**src/rtl/pipe_stage_reg.sv**
```systemverilog
// Parametrised inter-stage pipeline register with hazard-unit stall/flush control
// and saturating stall/flush event counters for performance debug.
module pipe_stage_reg #(
    parameter int              DW            = 32,
    parameter int              PCW           = 32,
    parameter logic [DW-1:0]   NOP_WORD      = '0,
    parameter bit              FLUSH_KEEP_PC = 1'b0,
    parameter int              CNT_W         = 16
) (
    input  logic             clk,
    input  logic             reset,
    input  logic             en,
    input  logic             flush,
    input  logic [DW-1:0]    instr_i,
    input  logic [PCW-1:0]   pc_i,
    input  logic             valid_i,
    input  logic             cnt_clr,
    output logic [DW-1:0]    instr_o,
    output logic [PCW-1:0]   pc_o,
    output logic             valid_o,
    output logic             held_o,
    output logic [CNT_W-1:0] stall_cnt,
    output logic [CNT_W-1:0] flush_cnt
);

    logic [DW-1:0]    instr_q, instr_d;
    logic [PCW-1:0]   pc_q, pc_d;
    logic             valid_q, valid_d;
    logic             held_q, held_d;
    logic [CNT_W-1:0] stall_cnt_q, stall_cnt_d;
    logic [CNT_W-1:0] flush_cnt_q, flush_cnt_d;
    logic             stall_ev;

    function automatic logic [CNT_W-1:0] sat_inc(input logic [CNT_W-1:0] c);
        return (&c) ? c : c + CNT_W'(1);
    endfunction

    // A flush wins over a stall, so a simultaneous request is counted only as a flush.
    assign stall_ev = !flush && !en;

    always_comb begin
        instr_d = instr_q;
        pc_d    = pc_q;
        valid_d = valid_q;
        held_d  = 1'b0;
        if (flush) begin
            instr_d = NOP_WORD;
            pc_d    = FLUSH_KEEP_PC ? pc_i : '0;
            valid_d = 1'b0;
        end else if (!en) begin
            held_d  = 1'b1;
        end else begin
            instr_d = instr_i;
            pc_d    = pc_i;
            valid_d = valid_i;
        end
    end

    always_comb begin
        stall_cnt_d = stall_cnt_q;
        flush_cnt_d = flush_cnt_q;
        if (cnt_clr) begin
            stall_cnt_d = '0;
            flush_cnt_d = '0;
        end else begin
            if (stall_ev) stall_cnt_d = sat_inc(stall_cnt_q);
            if (flush)    flush_cnt_d = sat_inc(flush_cnt_q);
        end
    end

    always_ff @(posedge clk) begin
        if (reset) begin
            instr_q     <= NOP_WORD;
            pc_q        <= '0;
            valid_q     <= 1'b0;
            held_q      <= 1'b0;
            stall_cnt_q <= '0;
            flush_cnt_q <= '0;
        end else begin
            instr_q     <= instr_d;
            pc_q        <= pc_d;
            valid_q     <= valid_d;
            held_q      <= held_d;
            stall_cnt_q <= stall_cnt_d;
            flush_cnt_q <= flush_cnt_d;
        end
    end

    assign instr_o   = instr_q;
    assign pc_o      = pc_q;
    assign valid_o   = valid_q;
    assign held_o    = held_q;
    assign stall_cnt = stall_cnt_q;
    assign flush_cnt = flush_cnt_q;

endmodule

```
**config.mk**
```make
export PLATFORM = sky130hd
export DESIGN_NAME = pipe_stage_reg
export DESIGN_NICKNAME = d
export VERILOG_FILES = /design/src/rtl/pipe_stage_reg.sv
export SDC_FILE = /design/constraint.sdc
export NUM_CORES = 1
export LEC_CHECK = 0
export CORE_AREA = 2 2 100 93
export CTS_BUF_LIST = sky130_fd_sc_hd__clkbuf_4
export CTS_CLUSTER_SIZE = 12
export DETAILED_ROUTE_END_ITERATION = 12
export DIE_AREA = 0 0 102 95
export PLACE_DENSITY = 0.86
export REMOVE_ABC_BUFFERS = 1
export SLEW_MARGIN = 20
export SYNTH_ARGS = -nofsm -noshare
export SYNTH_HDL_FRONTEND = slang
export SYNTH_SLANG_ARGS = --single-unit
```
**constraint.sdc**
```tcl
create_clock -name clk -period 3.6 [get_ports clk]
set_input_delay 0.54 -clock clk [delete_from_list [all_inputs] [get_ports clk]]
set_output_delay 0.54 -clock clk [all_outputs]
set_load 0.02 [all_outputs]
```
# [After elaboration in Yosys (flattened, before gate mapping)]
# Index checks and enable logic that the tools add are counted.
# Widths: inputs -> output; s select.
[totals] input_bits=70 wordCells=20 ff_bits=98 out_inout_bits=98
[op_classes] mux=1 n_bitwise=2 reduce_logical=9 n_addsub=2
[ops] operator="$add 16x1->16 const B" n=2
[ops] operator="$reduce_and 16->1" n=2
[ops] operator="$reduce_and 2->1" n=2
[ops] operator="$reduce_or 2->1" n=2
[ops] operator="$logic_not 1->1" n=2
[ops] operator="$not 1->1" n=2
[ops] operator="$logic_and 1x1->1" n=1
[ops] operator="$mux 1" n=1

# [Logic depth before layout (Yosys ltp)]
# Gate-level depths: netlist of run 1.
[logic_depth] word_depth=3 mapped_depth=6 mapped_depth_nobuf=5

# [Worst setup path after synthesis of run 1]
# No wires, ideal clock.
[synth_path] kind="register to register" from="reg flush_cnt_q[0] (netlist: flush_cnt[0])" to="reg flush_cnt_q[14] (netlist: flush_cnt[14])" stages_incl_launch_ff=6 synth_period_minus_slack_ps=1811 required_time_ps=3530 slack_ps=1789 t_arrival_ps=1740 cell_sequence="dfxtp_1 > ha_1 > nand4_1 > a31o_1 > or4_1 > a21oi_1"
[synth_via] elab_chain_len=3 word_cells_on_any_way=4 cone_classes="add/sub: 1; bitwise: 1; reduce/logical: 2"
[synth_rtl] element="start: declaration" line="31" rtl="logic [CNT_W-1:0] flush_cnt_q, flush_cnt_d;"
[synth_rtl] element="start signal: assignment" line="85" rtl="flush_cnt_q <= flush_cnt_d;"
[synth_rtl] element="branches (longest 3 deep; another with $add 16x1->16)"
# Parallel ways; which one is timed is not known.
# A chain may end at the register's enable or synchronous reset.

# [Worst setup path after layout of run 1]
[layout_path] from="in flush" to="reg stall_cnt_q[15] (netlist: stall_cnt[15])"
[layout_via] elab_chain_len=3
[layout_rtl] element="start: declaration" line="13" rtl="input logic flush,"
[layout_rtl] element="$logic_not 1->1" line="39" rtl="assign stall_ev = !flush && !en;"
[layout_rtl] element="$logic_and 1x1->1" line="39"
[layout_rtl] element="$reduce_and 2->1 (no source line)"
[layout_rtl] element="end signal: assignment" line="84" rtl="stall_cnt_q <= stall_cnt_d;"
[layout_rtl] element="end: declaration" line="30" rtl="logic [CNT_W-1:0] stall_cnt_q, stall_cnt_d;"
# Every way passes these cells.

==> results of run 1 <==
-- layout make-up --
class,instances,area (um^2)
Fill cell,672,2930
Sequential cell,98,1960
Multi-Input combinational cell,286,1910
Timing Repair Buffer,169,1680
Tap cell,122,153
Clock buffer,10,75.1
Clock inverter,5,32.5
Inverter,3,11.3
-- registers in the layout (all words and copies together) (netlist names) --
signal     count
stall_cnt     16
pc_o          32
flush_cnt     16
valid_o        1
instr_o       32
held_o         1
-- placed cells by master, fill, tap and decap left out, types with 3 or more instances in the layout --
cell,n
a21oi_1,18
a31o_1,4
a21oi_2,3
nand2_1,14
or4_1,3
clkdlybuf4s50_1,166
clkbuf_4,10
o31ai_1,3
or3_1,12
o21ai_0,15
buf_4,3
o311ai_0,3
nor4_1,3
nor3_1,5
nand4_1,16
nor2_1,75
dfxtp_1,98
inv_1,3
mux2i_1,66
and4_1,7
nand3_1,8
a211oi_1,3
o41ai_1,3
-- cell families (layout without fill, tap and decap cells) --
| family | count (synthesis) | count (layout) |
|---|---|---|
| DFF | 98 | 98 |
| and+or+nand+nor | 156 | 156 |
| AOI/OAI and AO/OA | 58 | 58 |
| adders and majority gates | 2 | 2 |
| xor gates and xnor gates | 4 | 4 |
| buffers and inverters | 25 | 187 |
| muxes | 66 | 66 |
-- worst min-delay path by stage --
stage / start / to / slack (ps) / cells past startpoint
2_1_floorplan: stall_cnt[1] / stall_cnt[1] / 560 / 2
3_3_place_gp: pc_o[23] / pc_o[23] / 470 / 2
3_5_place_dp: pc_o[2] / pc_o[2] / 480 / 2
4_1_cts: en / held_o / 380 / 2
5_1_grt: en / held_o / 390 / 2
6_report: en / held_o / 410 / 2
-- stage by stage --
step | util | instances | total power, W | hold WS [ps]
after floorplan | - | 387 | 0.00125 | 555
after global placement | 0.653 | 678 | 0.00140 | 471
after detailed placement | 0.653 | 678 | 0.00141 | 482
after CTS | 0.666 | 693 | 0.00190 | 383
after global routing | 0.666 | 693 | 0.00196 | 391
final | 0.666 | 693 | 0.00188 | 413
-- per-layer routing --
| metal | vias up | GRT usage | share of wire |
|---|---|---|---|
| met5 | - | 0 | 0 |
| met4 | 0 | 0.0633 | 0.012 |
| met3 | 10 | 0.0918 | 0.098 |
| met2 | 155 | 0.360 | 0.47 |
| met1 | 1666 | 0.262 | 0.42 |
| li1 | 1798 | - | - |
-- power by group through the flow --
| stage | Clock [W] | Combinational (W) | Sequential, W |
|---|---|---|---|
| 2_1_floorplan | 0 | 0.0000675 | 0.00118 |
| 3_3_place_gp | 0 | 0.000257 | 0.00115 |
| 3_5_place_dp | 0 | 0.000262 | 0.00115 |
| 4_1_cts | 0.000513 | 0.000263 | 0.00113 |
| 5_1_grt | 0.000555 | 0.000279 | 0.00113 |
| 6_report | 0.000492 | 0.000261 | 0.00112 |
==> flow_metrics.py, run 1 <==
metrics = {
    "run_status": {
        "status": "finished, final reports clean",
    },
    "floorplan": {
        "start_util": 0.454,
        "die_h_um": 95,
        "coreArea_mm2": 0.00875,
        "dieArea_mm2": 0.00969,
        "die_w_um": 102,
        "ioPinCount": 168,
        "rows": 33,
    },
    "routing": {
        "vias": 3629,
        "postRouteAntennaNets": 0,
        "viasPerCell": 5.24,
        "firstDrtPassIters": 4,
        "route.detailed.drc": 0,
        "first_iter_violations": 109,
        "wl_um": 10500,
        "post_drt_wl_per_cell_um": 15.2,
    },
    "timing": {
        "tns_ps": 0,
        "rsz0062_at_grt": "no",
        "maxSlewHeadroom": 0.336,
        "hold_viol": 0,
        "post-route-period-util": 0.610,
        "fmax_mhz": 455,
        "fin_crit_ps": 2200,
        "setup_slack_ps": 1400,
        "tightest_slew_ps": 996,
        "maxSlewViolCount": 0,
        "finalSetupViolCount": 0,
        "finClkSkew_ps": 11.9,
    },
    "layout": {
        "drive_gt1_frac": 0.0508,
        "nets": 639,
        "design_area_mm2": 0.00583,
        "area_delta_synth_final_pct": 46.7,
        "antenna_cells": 0,
    },
    "critical_path": {
        "cp_max_fo": 16,
        "crit_path_cell_trace": "clkdlybuf4s50_1 -> and4bb_2 -> nand4_1 -> o311ai_0 -> o41ai_1",
        "rr_startpoint": "stall_cnt[0]",
        "required_ps": 3910,
        "slowest_delay_ps": 690,
        "path_buf_inv": 1,
        "r2r_cells": 5,
        "startpoint": "flush",
        "cp_top_family": "simple AND/OR/NAND/NOR gates",
        "endpoint": "stall_cnt[15]",
        "path_class": "in -> reg",
        "cp_slowest_cell": "clkdlybuf4s50_1",
        "cp_num_cells": 5,
        "crit_path_start_kind": "input port",
        "r2r-end": "stall_cnt[10]",
        "critPathArrivalTime_ps": 2500,
        "r2r_setup_slack_ps": 1690,
        "crit_path_end_kind": "flip-flop",
    },
    "placement": {
        "placed_area_mm2": 0.00572,
        "place_congestion": 0.869,
        "place_ws_ps": 974,
        "post-dp-hpwl_um": 7680,
        "port_buffers": 167,
    },
    "grt": {
        "grt_pass1_wl_um": 16600,
        "grt-ovfl-total": 0,
        "antenna_found_initial": 0,
        "first_global_vias": 3458,
        "grt_usage": 0.219,
        "grt_max_degree": 66,
    },
    "flow_run": {
        "maxCapViolCount": 0,
    },
    "pwr": {
        "p_leak_nw": 2.18,
        "ir_drop_mv": 0.192,
        "pwr-share-clk": 0.262,
        "pwr-share-comb": 0.139,
        "intPower_w": 0.00140,
        "p_sw_w": 0.000476,
        "swShare": 0.253,
        "p_per_area_mw_per_mm2": 322,
        "seq_power_share": 0.599,
    },
    "synthesis": {
        "synth_most_common_cell": "dfxtp_1",
        "synth_top_area_share": 0.494,
        "synthTopCellsByArea": "dfxtp_1 (49%), mux2i_1 (17%), nor2_1 (7.1%), nand4_1 (2.5%), a21oi_1 (2.3%)",
        "synth-seq-cells": 98,
        "syn_area_per_cell_um2": 9.71,
        "synth_edf_count": 0,
        "synth_top_family_by_area": "simple AND/OR/NAND/NOR gates",
        "synth_fa_ha_area_frac": 0.00630,
        "synth_compound_area_frac": 0.0958,
        "synthFlopType": "dfxtp_1",
        "synth_cell_types": 40,
        "synth_top_cells_by_count": "dfxtp_1 (98), nor2_1 (75), mux2i_1 (66)",
        "ys.warnings.count": 0,
        "synth_top_cell_by_area": "dfxtp_1",
        "synth_cells": 409,
        "synthArstFlopShare": 0,
        "yosysSeqAreaShare": 0.494,
        "mappedNetlistArea_mm2": 0.00397,
        "synth-xor-area-share": 0.00882,
        "synth.mux.area_fraction": 0.166,
        "synth-simple-area-share": 0.203,
    },
    "cts": {
        "clkTransAtPathRegs_ps": 130,
        "cts_setup_buffers": 0,
        "cts_buffers": 9,
        "cts_hold_buf": 0,
        "post_cts_resized": 0,
        "clock_latency_ps": 430,
        "cts_tree": "built",
        "clockBufferDepth": 2,
        "cts-root-buf": "clkbuf_4",
        "clock-sinks": 98,
        "ctsHtreeMaxLevel": 3,
    },
    "worst_hold_path": {
        "hp-class": "in -> reg",
    },
}
No activity file was read; power rests on OpenSTA's default activity.
==> inputs of run 2 (changes only) <==
Settings changed: CORE_AREA 2 2 100 93 to 2 2 109 100, DIE_AREA 0 0 102 95 to 0 0 111 102, PLACE_DENSITY 0.86 to 0.77.
Clock period 3.6 ns to 1.96 ns, I/O delays scaled along.
==> run 2 against run 1 <==
  * First-iteration DRC count shrank 0.92%
  * Largest cell class unchanged
  * Final cell count grew 3.5%
  * Worst setup slack lost 1300 ps
  * Hold slack lost 200 ps
  * Non-clock buffer count grew 17
  * Largest power group unchanged
==> flow_metrics.py, run 2 (synthesis gave the netlist of run 1 again) <==
metrics = {
    "run_status": {
        "status": "finished, final reports clean",
    },
    "cts": {
        "cts_buffers": 9,
        "clock-sinks": 98,
        "clock_latency_ps": 450,
        "clkTransAtPathRegs_ps": 140,
        "clockBufferDepth": 2,
        "cts_tree": "built",
        "cts_hold_buf": 0,
        "cts-root-buf": "clkbuf_4",
        "ctsHtreeMaxLevel": 3,
    },
    "routing": {
        "post_drt_wl_per_cell_um": 16.0,
        "firstDrtPassIters": 4,
        "wl_um": 11500,
        "vias": 3788,
        "first_iter_violations": 108,
        "viasPerCell": 5.28,
        "route.detailed.drc": 0,
        "postRouteAntennaNets": 0,
    },
    "grt": {
        "first_global_vias": 3697,
        "grt_max_degree": 66,
        "grt_usage": 0.201,
        "antenna_found_initial": 0,
        "grt-ovfl-total": 0,
        "grt_pass1_wl_um": 18200,
    },
    "pwr": {
        "ir_drop_mv": 0.446,
        "p_per_area_mw_per_mm2": 623,
        "p_leak_nw": 2.36,
    },
    "critical_path": {
        "r2r_setup_slack_ps": 140,
        "crit_path_end_kind": "output port",
        "cp_top_family": "buffers and inverters",
        "slowest_delay_ps": 660,
        "critPathArrivalTime_ps": 1590,
        "path_class": "reg -> out",
        "crit_path_start_kind": "flip-flop",
        "cp_slowest_cell": "clkdlybuf4s50_1",
        "crit_path_cell_trace": "clkdlybuf4s50_1",
        "rr_startpoint": "stall_cnt[0]",
        "required_ps": 1670,
        "cp_max_fo": 7,
        "startpoint": "stall_cnt[2]",
        "path_buf_inv": 1,
    },
    "layout": {
        "mostFrequentLayoutCell": "clkdlybuf4s50_1",
        "nets": 656,
        "layout.cells.non_filler": 717,
        "antenna_cells": 0,
        "multi_input_area_mm2": 0.00192,
        "n_fill_cell": 895,
        "layout_common_cells": "clkdlybuf4s50_1 (164), dfxtp_1 (92), nor2_1 (75)",
        "drive_gt1_frac": 0.0901,
        "area_delta_synth_final_pct": 52.6,
        "seqCellArea_mm2": 0.00197,
        "design_area_mm2": 0.00606,
    },
    "floorplan": {
        "coreArea_mm2": 0.0101,
        "die_h_um": 102,
        "die_w_um": 111,
        "dieArea_mm2": 0.0113,
        "ioPinCount": 168,
        "rows": 35,
        "start_util": 0.393,
    },
    "timing": {
        "maxSlewHeadroom": 0.622,
        "fin_crit_ps": 1890,
        "fmax_mhz": 530,
        "finalSetupViolCount": 0,
        "finClkSkew_ps": 13.0,
        "rsz0062_at_grt": "no",
        "tightest_slew_ps": 553,
        "maxSlewViolCount": 0,
        "post-route-period-util": 0.963,
        "hold_viol": 0,
    },
    "flow_run": {
        "maxCapViolCount": 0,
    },
    "placement": {
        "place_inst": 701,
        "post-dp-hpwl_um": 8220,
        "placed_area_mm2": 0.00587,
        "port_buffers": 167,
        "place_congestion": 0.876,
    },
    "worst_hold_path": {
        "hp-class": "in -> reg",
        "min_from": "en",
    },
}
run 2: final cells by class:
cell class / instances / share of cell area
flip-flops and latches: 98 / 0.325
clock inverters: 4 / 0.0128
repair buffers: 186 / 0.304
inverters: 3 / 0.00186
well taps: 129 / 0.0266
clock buffers: 11 / 0.0136
multi-input cells: 286 / 0.316
run 2: timing repair:
| action | in CTS | in global routing |
|---|---|---|
| setup buffers | 0 | 1 |
| pin swaps | 0 | 1 |
| setup endpoints to repair | 2 | 11 |
| gates resized for setup | 2 | 8 |
run 2: final timing paths:
| path | endpoint | depth (start not counted) |
|---|---|---|
| worst max-delay path | stall_cnt[2] | 1 |
| worst min-delay path | held_o | 2 |
| worst max register to register | stall_cnt[12] | 5 |
| worst min register to register | pc_o[6] | 2 |
run 2: through the flow:
step                 util  setup TNS (ps)  total power [W]  worst slack [ps]  hold slack, ps
floorplan               -               0          0.00229               147             365
global placement    0.580            -109          0.00259             -38.4             471
detailed placement  0.580            -652          0.00260             -98.2             483
CTS                 0.597               0          0.00383              20.0             183
global route        0.599               0          0.00394              3.71             210
finish              0.599               0          0.00378              72.2             217
run 2: report_power, final:
group / total (W) / switching, W / leakage [nW] / internal [W]
clock: 0.00122 / 0.000671 / 0.0871 / 0.000545
sequential: 0.00207 / 0.0000263 / 0.799 / 0.00204
combinational: 0.000494 / 0.000213 / 1.47 / 0.000280
run 2: per-layer routing:
metal,share of wire,GRT usage,vias to the layer above
li1,-,-,1839
met1,0.39,0.221,1784
met2,0.48,0.344,151
met3,0.11,0.101,14
met4,0.016,0.0673,0
met5,0,0,-
==> patch 1, RTL diff (flow settings as in run 1) <==
The parameter `DW` goes from 32 to 48.
--- a/src/rtl/pipe_stage_reg.sv
+++ b/src/rtl/pipe_stage_reg.sv
@@ -1,7 +1,7 @@
 // Parametrised inter-stage pipeline register with hazard-unit stall/flush control
 // and saturating stall/flush event counters for performance debug.
 module pipe_stage_reg #(
-    parameter int              DW            = 32,
+    parameter int              DW            = 48,
     parameter int              PCW           = 32,
     parameter logic [DW-1:0]   NOP_WORD      = '0,
     parameter bit              FLUSH_KEEP_PC = 1'b0,
Interface: changed (resized instr_i and instr_o); port bits go from 168 to 200. No check against the original RTL was run, so the function may have changed too.
==> patch 1 against run 1 <==
Critical path depth is the same. Sequential cell count rose by 16. Non-clock buffer count increased by 33. Setup slack got worse by 0.011 ns. Combinational power is 25% higher. Highest routed layer unchanged. Routed wire length grew 21%. Core utilization increased by 12 points. Critical endpoint is now stall_cnt[10]. Synthesized area up 13%. Design area grew 18%. Total power rose by 41%.
==> patch 1: results (changes against run 1) <==
run status completed; Final clock-cell share 0.0452 (+0.0267); final core occ 0.787 (+0.122); Syn Inst Count 463 (+13%); Worst Skew 0.0183 ns (+0.00644 ns); VDD IR-drop max 0.327 mV (+70%); detailed-route wire length 12.8 mm (+21%); Via density 5.32 (+1.5%); Starting DRT DRC Count 154 (+41%); #FFs+latches synth 114 (+16%); Fillers 605 (-10%); fin nets 747 (+17%); Worst Hold Endpoint pc_o[30]; CTS clk-pin slew, worst paths 0.11 ns (-0.02 ns); drt first pass iters 5 (+1); metal1 wirelength 4.97 mm (+12%); placed insts 762 (+12%); XOR/XNOR Fraction of Synth Area 0.00195 (-0.00688); Critical Path End stall_cnt[10]; Post-Place Cell Area 6580 um2 (+15%); Commonest cells post-synth 114 x dfxtp_1, 95 x nor2_1, 85 x mux2i_1, 18 x a21oi_1, 15 x nand2_1; met3 WL 951 um (-8.0%); WP data arrival 2.64 ns (+0.14 ns); Seq area share 0.331 (-0.00567); Lkg Pwr 2.64 nW (+21%); Signal buf overhead 0.294 (+0.00461); port bufs 199 (+19%); number of global-route vias before repair 3906 (+13%)
patch 1: cell types whose count changed after synthesis, moves of 4 or more:
cell and change:
dfxtp_1 +16, and4_1 -5, mux2i_1 +19, nand4_1 -6, o21ai_0 -4, nand3_1 +4
a31o_1 -4, buf_1 +9, nor2_1 +20
patch 1: power by group:
group / internal (mW) / leakage (nW) / total (mW) / switching [mW]
logic: 0.183 / 1.55 / 0.326 / 0.143
clock network: 0.489 / 0.159 / 1.01 / 0.524
registers: 1.29 / 0.926 / 1.31 / 0.0167
patch 1: tightest hold or removal path, delay by kind of cell:
kind | cells | cell delay, ns
buffers and inverters | 1 | 0.21
muxes | 1 | 0.10
and+or+nand+nor | 1 | 0.08
patch 1: per-stage QoR:
stage / total power [mW] / hold slack [ns]
after CTS: 2.67 / 0.436
after floorplan: 1.46 / 0.552
after global routing: 2.74 / 0.450
after detailed placement: 1.66 / 0.480
after global placement: 1.65 / 0.471
final: 2.65 / 0.465
==> patch 2, RTL diff (flow settings as in run 1) <==
Without the edit above. Take the reset off `pc_q` and load it in a clocked block of its own.
--- a/src/rtl/pipe_stage_reg.sv
+++ b/src/rtl/pipe_stage_reg.sv
@@ -71,19 +71,21 @@
     always_ff @(posedge clk) begin
         if (reset) begin
             instr_q     <= NOP_WORD;
-            pc_q        <= '0;
             valid_q     <= 1'b0;
             held_q      <= 1'b0;
             stall_cnt_q <= '0;
             flush_cnt_q <= '0;
         end else begin
             instr_q     <= instr_d;
-            pc_q        <= pc_d;
             valid_q     <= valid_d;
             held_q      <= held_d;
             stall_cnt_q <= stall_cnt_d;
             flush_cnt_q <= flush_cnt_d;
         end
+    end
+
+    always_ff @(posedge clk) begin
+        pc_q <= pc_d;
     end
 
     assign instr_o   = instr_q;
Check against the original RTL: not equivalent (a bounded check fails within 4 cycles, from zero or initial values; the reset may be asserted at any time).
==> patch 2 against run 1 <==
Clock skew grew 0.0055 ns. Clock power grew 45%. Routed wire length grew 1.2%. Combinational power increased by 14%. Total power grew 14%. Non-clock buffer count increased by 1. Synthesized cell count increased by 0.24%. Design area up 0.30%. Setup slack worse by 0.27 ns. Synthesized area is 1.7% lower. Sequential share of layout area decreased by 0.10 points. Sequential cell count stayed put. Critical path type unchanged.
==> patch 2: results (changes against run 1) <==
WL/cell 15.4 um (+1.3%); pin count of the biggest net entering global routing 38 (-42%); clock distribution power 711 uW (+45%); NetSw 510 uW (+7.3%); number of global-route vias before repair 3362 (-2.8%); Lkg Pwr 2.18 nW (about the same); Post-Place Cell Area 5660 um2 (-1.1%); first-pass GRT wire length 16.3 mm (-1.9%); Slew HR 0.542 (+0.206); Total Routing Usage GR 0.211 (-0.00805); Final Non-Filler Cells 692 (-0.14%); H-tree level count 3 (unchanged); layout cells sized above 1 0.0421 (-0.00868); Unique masters post-synth 37 (-7.5%); synthesized area per cell 9.52 um2 (-2.0%); Via density 5.34 (+2.0%); Switching Share 0.238 (-0.0157); Min-Delay Path Class flip-flop to flip-flop; sequential area share after synthesis 0.503 (+0.00871); fin nets 638 (-0.16%); Slowest Stage Delay on Critical Path 0.58 ns (-0.11 ns); Area contributors post-synth dfxtp_1 50%, mux2i_1 17%, nor2_1 7.1%; CP delay by family, top simple AND/OR/NAND/NOR gates; total of warnings raised by yosys 0 (unchanged); CTS resizes 0 (unchanged); drt first pass iters 6 (+2); RD Place Congestion 0.840 (-3.4%); met2 wire length 5.26 mm (+6.6%); post-detail-place hpwl 7.73 mm (+0.66%); dpl ws 0.741 ns (-0.233 ns); ys flop type dfxtp_1; Worst Path Max Fanout 16 (unchanged); post-synthesis mux area share 0.169 (+0.00293); worst hold path depth 2 (unchanged); placed insts 677 (-0.15%); post-synthesis compound-gate area fraction 0.0955 (-0.000235); met1 usage 0.267 (+0.00425); clk root buf clkbuf_4; Worst Skew 0.0174 ns (+0.00552 ns); VDD IR-drop max 0.238 mV (+24%); routing usage on met2 0.370 (+0.0104); Clk Latency, worst-skew pair roughly 0.42 ns; run status completed; Commonest cells post-synth 98 x dfxtp_1, 74 x nor2_1, 66 x mux2i_1, 20 x a21oi_1, 17 x nand2_1; initial antenna violation count 0 (unchanged); metal1 wirelength 4.53 mm (+2.4%); Post-synth ARST share 0 (unchanged); Post-Synth Adder-Cell Area 0.00641 (+0.000111); GR Layer Usage met3 0.0363 (-0.0555); Starting DRT DRC Count 69 (-37%); Worst path slowest cell clkdlybuf4s50_1; worst r2r path cells 5 (unchanged); met3 WL 731 um (-29%); XOR/XNOR Fraction of Synth Area 0.00224 (-0.00658); final core occ 0.668 (+0.00200); Fillers 702 (+4.5%)
==> patch 2: cell types whose count changed after synthesis, moves of 3 or more <==
cell / before / now
buf_1: 0 / 7
a31o_1: 4 / 0
buf_2: 6 / 1
nand4_1: 16 / 10
nand2_1: 14 / 17
and4_1: 7 / 4
or4_1: 3 / 8
nand3_1: 8 / 12
o31ai_1: 3 / 8
o41ai_1: 3 / 6
or3_1: 12 / 15
a21oi_2: 3 / 0
nor3_1: 5 / 1
==> patch 2: layout make-up <==
cell class,instances,area share
Clock buffer,9,0.0116
Clock inverter,6,0.0193
Inverter,1,0.000642
Multi-Input combinational cell,286,0.317
Sequential cell,98,0.336
Tap cell,122,0.0261
Timing Repair Buffer,170,0.290
==> patch 2: final timing paths <==
kind	start	endpoint	slack, ns
max	flush	stall_cnt[14]	1.14
min	instr_o[3]	instr_o[3]	0.51
max reg2reg	stall_cnt[0]	stall_cnt[14]	1.59
min reg2reg	instr_o[3]	instr_o[3]	0.51
